<file path="src/rtl/conv_net_pkg.sv">
// Shared definitions for the convolution network frame controller and its
// datapath layers: sequencer state encoding, error codes and the derived
// frame geometry helpers.
package conv_net_pkg;

  typedef enum logic [2:0] {
    ST_IDLE = 3'd0,
    ST_LOAD = 3'd1,
    ST_CONV = 3'd2,
    ST_POOL = 3'd3,
    ST_ERR  = 3'd4
  } seq_state_t;

  localparam logic [1:0] ERR_NONE    = 2'd0;
  localparam logic [1:0] ERR_COUNT   = 2'd1;
  localparam logic [1:0] ERR_TIMEOUT = 2'd2;
  localparam logic [1:0] ERR_STROBE  = 2'd3;

  // Number of input pixels in one frame.
  function automatic int calc_npix(input int w, input int h);
    return w * h;
  endfunction

  // Number of conv outputs (valid convolution, no padding).
  function automatic int calc_nconv(input int w, input int h, input int k);
    return (w - k + 1) * (h - k + 1);
  endfunction

  // Number of pooled outputs; partial pool windows at the edge are dropped.
  function automatic int calc_npool(input int w, input int h, input int k, input int p);
    return ((w - k + 1) / p) * ((h - k + 1) / p);
  endfunction

endpackage

</file>
<file path="src/rtl/seq_watchdog.sv">
// Progress watchdog: counts enabled cycles since the last clear and flags
// when the count sits at its terminal value. The owner decides whether that
// cycle really expires (it may still see progress in the same cycle).
module seq_watchdog #(
  parameter int TIMEOUT = 4096
) (
  input  logic clk,
  input  logic rst,
  input  logic enable,
  input  logic clear,
  output logic at_limit
);

  localparam int CW = (TIMEOUT > 1) ? $clog2(TIMEOUT) : 1;
  localparam logic [CW-1:0] LIMIT = CW'(TIMEOUT - 1);

  logic [CW-1:0] count_reg;

  // Cycle counter: clear wins, then count while enabled, holding at the limit.
  always_ff @(posedge clk) begin
    if (rst) begin
      count_reg <= '0;
    end else if (clear) begin
      count_reg <= '0;
    end else if (enable && (count_reg != LIMIT)) begin
      count_reg <= count_reg + 1'b1;
    end
  end

  assign at_limit = enable && (count_reg == LIMIT);

endmodule

</file>
<file path="src/rtl/conv_layer_sequencer.sv">
// Frame-level controller for the convolution network: gates the input pixel
// stream, starts the conv layer, counts feature-map writes, launches the
// max/ReLU pass, counts pooled outputs and reports completion or errors.
module conv_layer_sequencer
  import conv_net_pkg::*;
#(
  parameter int IMG_W   = 28,
  parameter int IMG_H   = 28,
  parameter int KERNEL  = 3,
  parameter int POOL    = 2,
  parameter int TIMEOUT = 4096
) (
  input  logic       clk,
  input  logic       rst,
  input  logic       frame_start,
  input  logic       pixel_valid,
  output logic       pixel_ready,
  output logic       conv_start,
  input  logic       layer_0_ready,
  input  logic       layer_1_ready,
  input  logic       layer_1_write_complete,
  output logic       relu_begin,
  input  logic       layer_2_data_available,
  input  logic       layer_2_ready,
  output logic       busy,
  output logic       frame_done,
  output logic       error,
  output logic [1:0] err_code,
  output logic [9:0] pix_count,
  output logic [9:0] conv_count,
  output logic [7:0] pool_count
);

  localparam int NPIX  = calc_npix(IMG_W, IMG_H);
  localparam int NCONV = calc_nconv(IMG_W, IMG_H, KERNEL);
  localparam int NPOOL = calc_npool(IMG_W, IMG_H, KERNEL, POOL);

  localparam logic [9:0] NPIX_W    = 10'(NPIX);
  localparam logic [9:0] NPIX_LAST = 10'(NPIX - 1);
  localparam logic [9:0] NCONV_W   = 10'(NCONV);
  localparam logic [7:0] NPOOL_W   = 8'(NPOOL);

  seq_state_t state_reg, state_next;
  logic [1:0] err_code_reg, err_code_next;
  logic [9:0] pix_count_reg, conv_count_reg;
  logic [7:0] pool_count_reg;
  logic       conv_start_reg, relu_begin_reg, frame_done_reg;

  logic       active;
  logic       pix_accept, conv_strobe, pool_strobe;
  logic       stray_strobe, conv_overflow, pool_overflow;
  logic       progress, wd_at_limit, timeout, wd_clear;
  logic       go_load;
  logic [9:0] pix_count_upd, conv_count_upd;
  logic [7:0] pool_count_upd;

  // The window-buffer primed flag is observed only; no control depends on it.
  logic unused_layer_0;
  assign unused_layer_0 = layer_0_ready;

  assign active      = (state_reg == ST_LOAD) || (state_reg == ST_CONV) ||
                       (state_reg == ST_POOL);
  assign pixel_ready = (state_reg == ST_LOAD) && (pix_count_reg < NPIX_W);
  assign pix_accept  = pixel_ready && pixel_valid;
  assign conv_strobe = active && layer_1_ready;
  assign pool_strobe = (state_reg == ST_POOL) && layer_2_data_available;

  // Strobes that have no meaning in the current state.
  assign stray_strobe =
      ((state_reg == ST_IDLE) && (layer_1_ready || layer_2_data_available)) ||
      (((state_reg == ST_LOAD) || (state_reg == ST_CONV)) && layer_2_data_available);

  assign conv_overflow = conv_strobe && (conv_count_reg >= NCONV_W);
  assign pool_overflow = pool_strobe && (pool_count_reg >= NPOOL_W);

  // Counter values including this cycle's strobe, saturating at all-ones.
  assign pix_count_upd  = (pix_accept  && (pix_count_reg  != '1)) ? pix_count_reg  + 10'd1 : pix_count_reg;
  assign conv_count_upd = (conv_strobe && (conv_count_reg != '1)) ? conv_count_reg + 10'd1 : conv_count_reg;
  assign pool_count_upd = (pool_strobe && (pool_count_reg != '1)) ? pool_count_reg + 8'd1  : pool_count_reg;

  // Timeout only fires on a cycle with no progress; a state change in the
  // same cycle is taken first by the next-state logic below.
  assign progress = pix_accept || layer_1_ready || layer_2_data_available;
  assign timeout  = wd_at_limit && !progress;
  assign wd_clear = progress || (state_next != state_reg);
  assign go_load  = (state_reg == ST_IDLE) && (state_next == ST_LOAD);

  seq_watchdog #(
    .TIMEOUT (TIMEOUT)
  ) u_watchdog (
    .clk      (clk),
    .rst      (rst),
    .enable   (active),
    .clear    (wd_clear),
    .at_limit (wd_at_limit)
  );

  // State register.
  always_ff @(posedge clk) begin
    if (rst) begin
      state_reg <= ST_IDLE;
    end else begin
      state_reg <= state_next;
    end
  end

  // Next state, error code and level outputs; error checks in priority 3, 1, 2.
  always_comb begin
    state_next    = state_reg;
    err_code_next = err_code_reg;
    busy          = (state_reg != ST_IDLE);
    error         = (state_reg == ST_ERR);
    unique case (state_reg)
      ST_IDLE: begin
        if (stray_strobe) begin
          state_next    = ST_ERR;
          err_code_next = ERR_STROBE;
        end else if (frame_start) begin
          state_next    = ST_LOAD;
          err_code_next = ERR_NONE;
        end
      end
      ST_LOAD: begin
        if (stray_strobe) begin
          state_next    = ST_ERR;
          err_code_next = ERR_STROBE;
        end else if (conv_overflow) begin
          state_next    = ST_ERR;
          err_code_next = ERR_COUNT;
        end else if (pix_accept && (pix_count_reg == NPIX_LAST)) begin
          state_next = ST_CONV;
        end else if (timeout) begin
          state_next    = ST_ERR;
          err_code_next = ERR_TIMEOUT;
        end
      end
      ST_CONV: begin
        if (stray_strobe) begin
          state_next    = ST_ERR;
          err_code_next = ERR_STROBE;
        end else if (conv_overflow) begin
          state_next    = ST_ERR;
          err_code_next = ERR_COUNT;
        end else if (layer_1_write_complete) begin
          if (conv_count_upd == NCONV_W) begin
            state_next = ST_POOL;
          end else begin
            state_next    = ST_ERR;
            err_code_next = ERR_COUNT;
          end
        end else if (timeout) begin
          state_next    = ST_ERR;
          err_code_next = ERR_TIMEOUT;
        end
      end
      ST_POOL: begin
        if (conv_overflow || pool_overflow) begin
          state_next    = ST_ERR;
          err_code_next = ERR_COUNT;
        end else if (layer_2_ready) begin
          if (pool_count_upd == NPOOL_W) begin
            state_next = ST_IDLE;
          end else begin
            state_next    = ST_ERR;
            err_code_next = ERR_COUNT;
          end
        end else if (timeout) begin
          state_next    = ST_ERR;
          err_code_next = ERR_TIMEOUT;
        end
      end
      ST_ERR: begin
        state_next = ST_ERR;
      end
      default: begin
        state_next = ST_IDLE;
      end
    endcase
  end

  // Progress counters and error code; a new frame clears them all.
  always_ff @(posedge clk) begin
    if (rst) begin
      pix_count_reg  <= '0;
      conv_count_reg <= '0;
      pool_count_reg <= '0;
      err_code_reg   <= ERR_NONE;
    end else if (go_load) begin
      pix_count_reg  <= '0;
      conv_count_reg <= '0;
      pool_count_reg <= '0;
      err_code_reg   <= ERR_NONE;
    end else begin
      pix_count_reg  <= pix_count_upd;
      conv_count_reg <= conv_count_upd;
      pool_count_reg <= pool_count_upd;
      err_code_reg   <= err_code_next;
    end
  end

  // One-cycle pulses, each raised in the first cycle of the state it announces.
  always_ff @(posedge clk) begin
    if (rst) begin
      conv_start_reg <= 1'b0;
      relu_begin_reg <= 1'b0;
      frame_done_reg <= 1'b0;
    end else begin
      conv_start_reg <= go_load;
      relu_begin_reg <= (state_reg == ST_CONV) && (state_next == ST_POOL);
      frame_done_reg <= (state_reg == ST_POOL) && (state_next == ST_IDLE);
    end
  end

  assign conv_start = conv_start_reg;
  assign relu_begin = relu_begin_reg;
  assign frame_done = frame_done_reg;
  assign err_code   = err_code_reg;
  assign pix_count  = pix_count_reg;
  assign conv_count = conv_count_reg;
  assign pool_count = pool_count_reg;

endmodule
</file>
<file path="config.mk">
export PLATFORM = sky130hd
export DESIGN_NAME = conv_layer_sequencer
export DESIGN_NICKNAME = d
export VERILOG_FILES = /design/src/rtl/conv_net_pkg.sv /design/src/rtl/seq_watchdog.sv /design/src/rtl/conv_layer_sequencer.sv
export SDC_FILE = /design/constraint.sdc
export NUM_CORES = 1
export LEC_CHECK = 0
export CORE_MARGIN = 3
export CORE_UTILIZATION = 30
export CTS_BUF_LIST = sky130_fd_sc_hd__clkbuf_8
export DETAILED_ROUTE_END_ITERATION = 7
export HOLD_SLACK_MARGIN = 0.08
export PLACE_DENSITY = 0.58
export SLEW_MARGIN = 10
export SYNTH_ARGS = -nofsm -noshare
export SYNTH_HDL_FRONTEND = slang
export SYNTH_SLANG_ARGS = --single-unit
</file>
<file path="constraint.sdc">
create_clock -name clk -period 3.1 [get_ports clk]
set_clock_uncertainty 0.15 [all_clocks]
set_input_delay 0.31 -clock clk [delete_from_list [all_inputs] [get_ports clk]]
set_output_delay 0.31 -clock clk [all_outputs]
set_load 0.005 [all_outputs]
</file>
==> flow_summary.json <==
{
  "status": "finished clean",
  "min_period_over_period_pct": 93.23,
  "cts-root-buf": "clkbuf_8",
  "fmax_ghz": 0.3460,
  "fin_area_um2": 3756,
  "area.growth.synth_to_final_pct": 30.35,
  "ant_nets": 0,
  "gp_congestion": 0.8902,
  "drv_cap": 0,
  "via_per_inst": 5.053,
  "slowest_delay_ns": 0.58,
  "power.share.clock_pct": 39.7,
  "arrival_ns": 2.99,
  "synthCells": 362,
  "ys_seq_elements": 48,
  "grt-ovfl-total": 0,
  "cts_made_buffers": 5,
  "synth_top_family_by_area": "simple AND/OR/NAND/NOR gates",
  "clockBufferDepth": 2,
  "vias": 2789,
  "seqPwrFrac_pct": 52.0,
  "synthXorXnorAreaFrac_pct": 7.599,
  "final_max_slew_viol_count": 0,
  "async_flop_share_pct": 0,
  "ir_worst_vdd_mv": 0.1375,
  "drive_above_1_share_pct": 12.29,
  "die_x_um": 104.0,
  "track_usage_pct": 14.07,
  "wirelength_um": 7423,
  "hold_viol_final": 0,
  "power.leakage_uw": 0.001317,
  "hp-class": "reg2reg",
  "drt_iter0_drc": 137,
  "yosysSeqAreaShare_pct": 33.35,
  "diodes": 0,
  "final_common_cell": "nor2_1",
  "synth-compound-area-share_pct": 16.54,
  "clkSinkCount": 48,
  "yosys.area_share.simple_pct": 32.74,
  "clk_latency_ns": 0.31,
  "cp.required_ns": 3.20,
  "crit_slowest_cell": "or4_4",
  "synth.net_count": 378,
  "htreeDepth": 2,
  "finalPower_uw": 1203,
  "combPwrFrac_pct": 8.3,
  "rsz0062_at_grt": "no",
  "largest_reg_flops": 12,
  "io_pins": 45,
  "p_sw_uw": 291.7,
  "die-height_um": 104.0,
  "period_needed_ns": 2.890,
  "dp_hpwl_um": 5620,
  "drc": 0,
  "cts.clk_slew.worst_paths_ns": 0.10,
  "grt_pass1_wl_um": 12940,
  "ys.flop_type": "dfxtp_1",
  "cp_max_fo": 12,
  "grt_pass1_vias": 2717,
  "synth_edf_count": 0,
  "synthMuxAreaShare_pct": 2.432,
  "syn_avg_cell_area_um2": 7.960,
  "cp-end-kind": "flop",
  "slew_headroom_pct": 58.67,
  "drt_first_pass_iters": 4,
  "design.die.area_um2": 10820,
  "swShare_pct": 24.24,
  "coreArea_um2": 9284,
  "syn-cell-area_um2": 2882,
  "final_cell_mix": "nor2_1 (53), dfxtp_1 (48), clkdlybuf4s50_1 (43), buf_4 (27), nand2_1 (20)",
  "wl_per_cell_um": 13.45,
  "antenna_found_initial": 0,
  "crit_chain": "or4_4 -> a311oi_4 -> nor4bb_2 -> or3_4 -> o21a_1 -> a311oi_2 -> o221ai_1 -> buf_4 -> nor2_1",
  "grt_max_degree": 21,
  "power.density_nw_per_um2": 320.3,
  "setup_viol": 0,
  "row_count": 35,
  "ys_types": 58,
  "critPathKind": "reg2reg",
  "synth_fa_ha_area_share_pct": 3.040,
  "intPower_uw": 911.3,
  "hold_buffers": 0,
  "place_area_um2": 3608,
  "fin_nets": 438,
  "yosysWarnings": 0,
  "worst_slew_pin_slew_ns": 0.6152,
  "io_buffers": 43,
  "start_util_pct": 31.04,
  "cts_tree": "yes",
  "cp-start-kind": "flop"
}
[power by group through the flow]
stage | Clock, uW | Sequential (uW) | Combinational (uW)
2_1_floorplan | 0 | 637 | 54.1
3_3_place_gp | 0 | 641 | 97.8
3_5_place_dp | 0 | 641 | 97.3
4_1_cts | 496 | 626 | 97.8
5_1_grt | 518 | 627 | 109
6_report | 478 | 626 | 99.3
[worst max-delay path, delay by kind of cell, from the launching register on]
kind | cells | cell delay [ns]
AOI/OAI and AO/OA | 4 | 0.90
buffers and inverters | 1 | 0.20
DFF | 1 | 0.36
and+or+nand+nor | 4 | 1.21
[repair_timing]
item / CTS / global route
buffers inserted: 0 / 0
resized for setup: 0 / 7
endpoints found under the setup margin: 0 / 14
[logic make-up (layout without fill, tap and decap cells)]
family,count (synthesis),in the layout
buffers and inverters,32,93
muxes,7,7
adders and majority gates,7,7
xor gates and xnor gates,25,25
and+or+nand+nor,175,175
DFF,48,48
AOI/OAI and AO/OA,68,68
[Yosys cell counts, types with 5 or more instances]
library cell / n / share of area (%)
a21oi_1: 14 / 2.4
xnor2_1: 9 / 2.7
o21ai_0: 10 / 1.7
nor3_1: 16 / 2.8
nor4_1: 5 / 1.1
inv_1: 15 / 2.0
a31oi_1: 7 / 1.5
a211oi_1: 8 / 2.1
mux2i_1: 7 / 2.4
clkbuf_1: 12 / 1.6
nand2_1: 20 / 2.6
dfxtp_1: 48 / 33
ha_1: 7 / 3.0
nor2b_1: 5 / 1.1
nand2b_1: 7 / 1.5
and3_1: 14 / 3.0
nand4_1: 10 / 2.2
nand3_1: 13 / 2.3
xor2_1: 16 / 4.9
nor2_1: 53 / 6.9
[worst paths after layout]
kind,cells after the start,slack (ns),endpoint,startpoint
max,9,0.21,u_watchdog.count_reg[5],pix_count[4]
min,2,0.39,u_watchdog.count_reg[10],u_watchdog.count_reg[10]
max reg2reg,9,0.21,u_watchdog.count_reg[5],pix_count[4]
min reg2reg,2,0.39,u_watchdog.count_reg[10],u_watchdog.count_reg[10]
[final cells by class]
| cell class | instances | area, um2 |
|---|---|---|
| Fill cell | 991 | 5528 |
| Multi-Input combinational cell | 282 | 1829 |
| Sequential cell | 48 | 960.9 |
| Timing Repair Buffer | 70 | 633.1 |
| Tap cell | 129 | 161.4 |
| Clock buffer | 5 | 68.82 |
| Inverter | 15 | 56.30 |
| Clock inverter | 3 | 46.29 |
[metal layers]
metal	GRT usage, %	vias up	part of all wire [%]
met4	4.084	0	1.3
met3	3.600	8	5.5
li1	-	1427	-
met2	21.91	63	44
met5	0	-	0
met1	19.20	1291	49
[through the flow]
| stage | hold WS (ns) | setup TNS [ns] | cells | setup slack, ns | utilization, % |
|---|---|---|---|---|---|
| 3_3_place_gp | 0.3463 | -0.03547 | 544 | -0.02622 | 38.87 |
| 6_report | 0.3867 | 0 | 552 | 0.2098 | 40.46 |
| 3_5_place_dp | 0.3678 | -0.04009 | 544 | -0.04009 | 38.87 |
| 5_1_grt | 0.4227 | 0 | 552 | 0.006922 | 40.46 |
| 2_1_floorplan | 0.2316 | 0 | 362 | 0.1796 | - |
| 4_1_cts | 0.3933 | 0 | 552 | 0.1891 | 40.11 |
No activity file was read; power rests on OpenSTA's default activity.
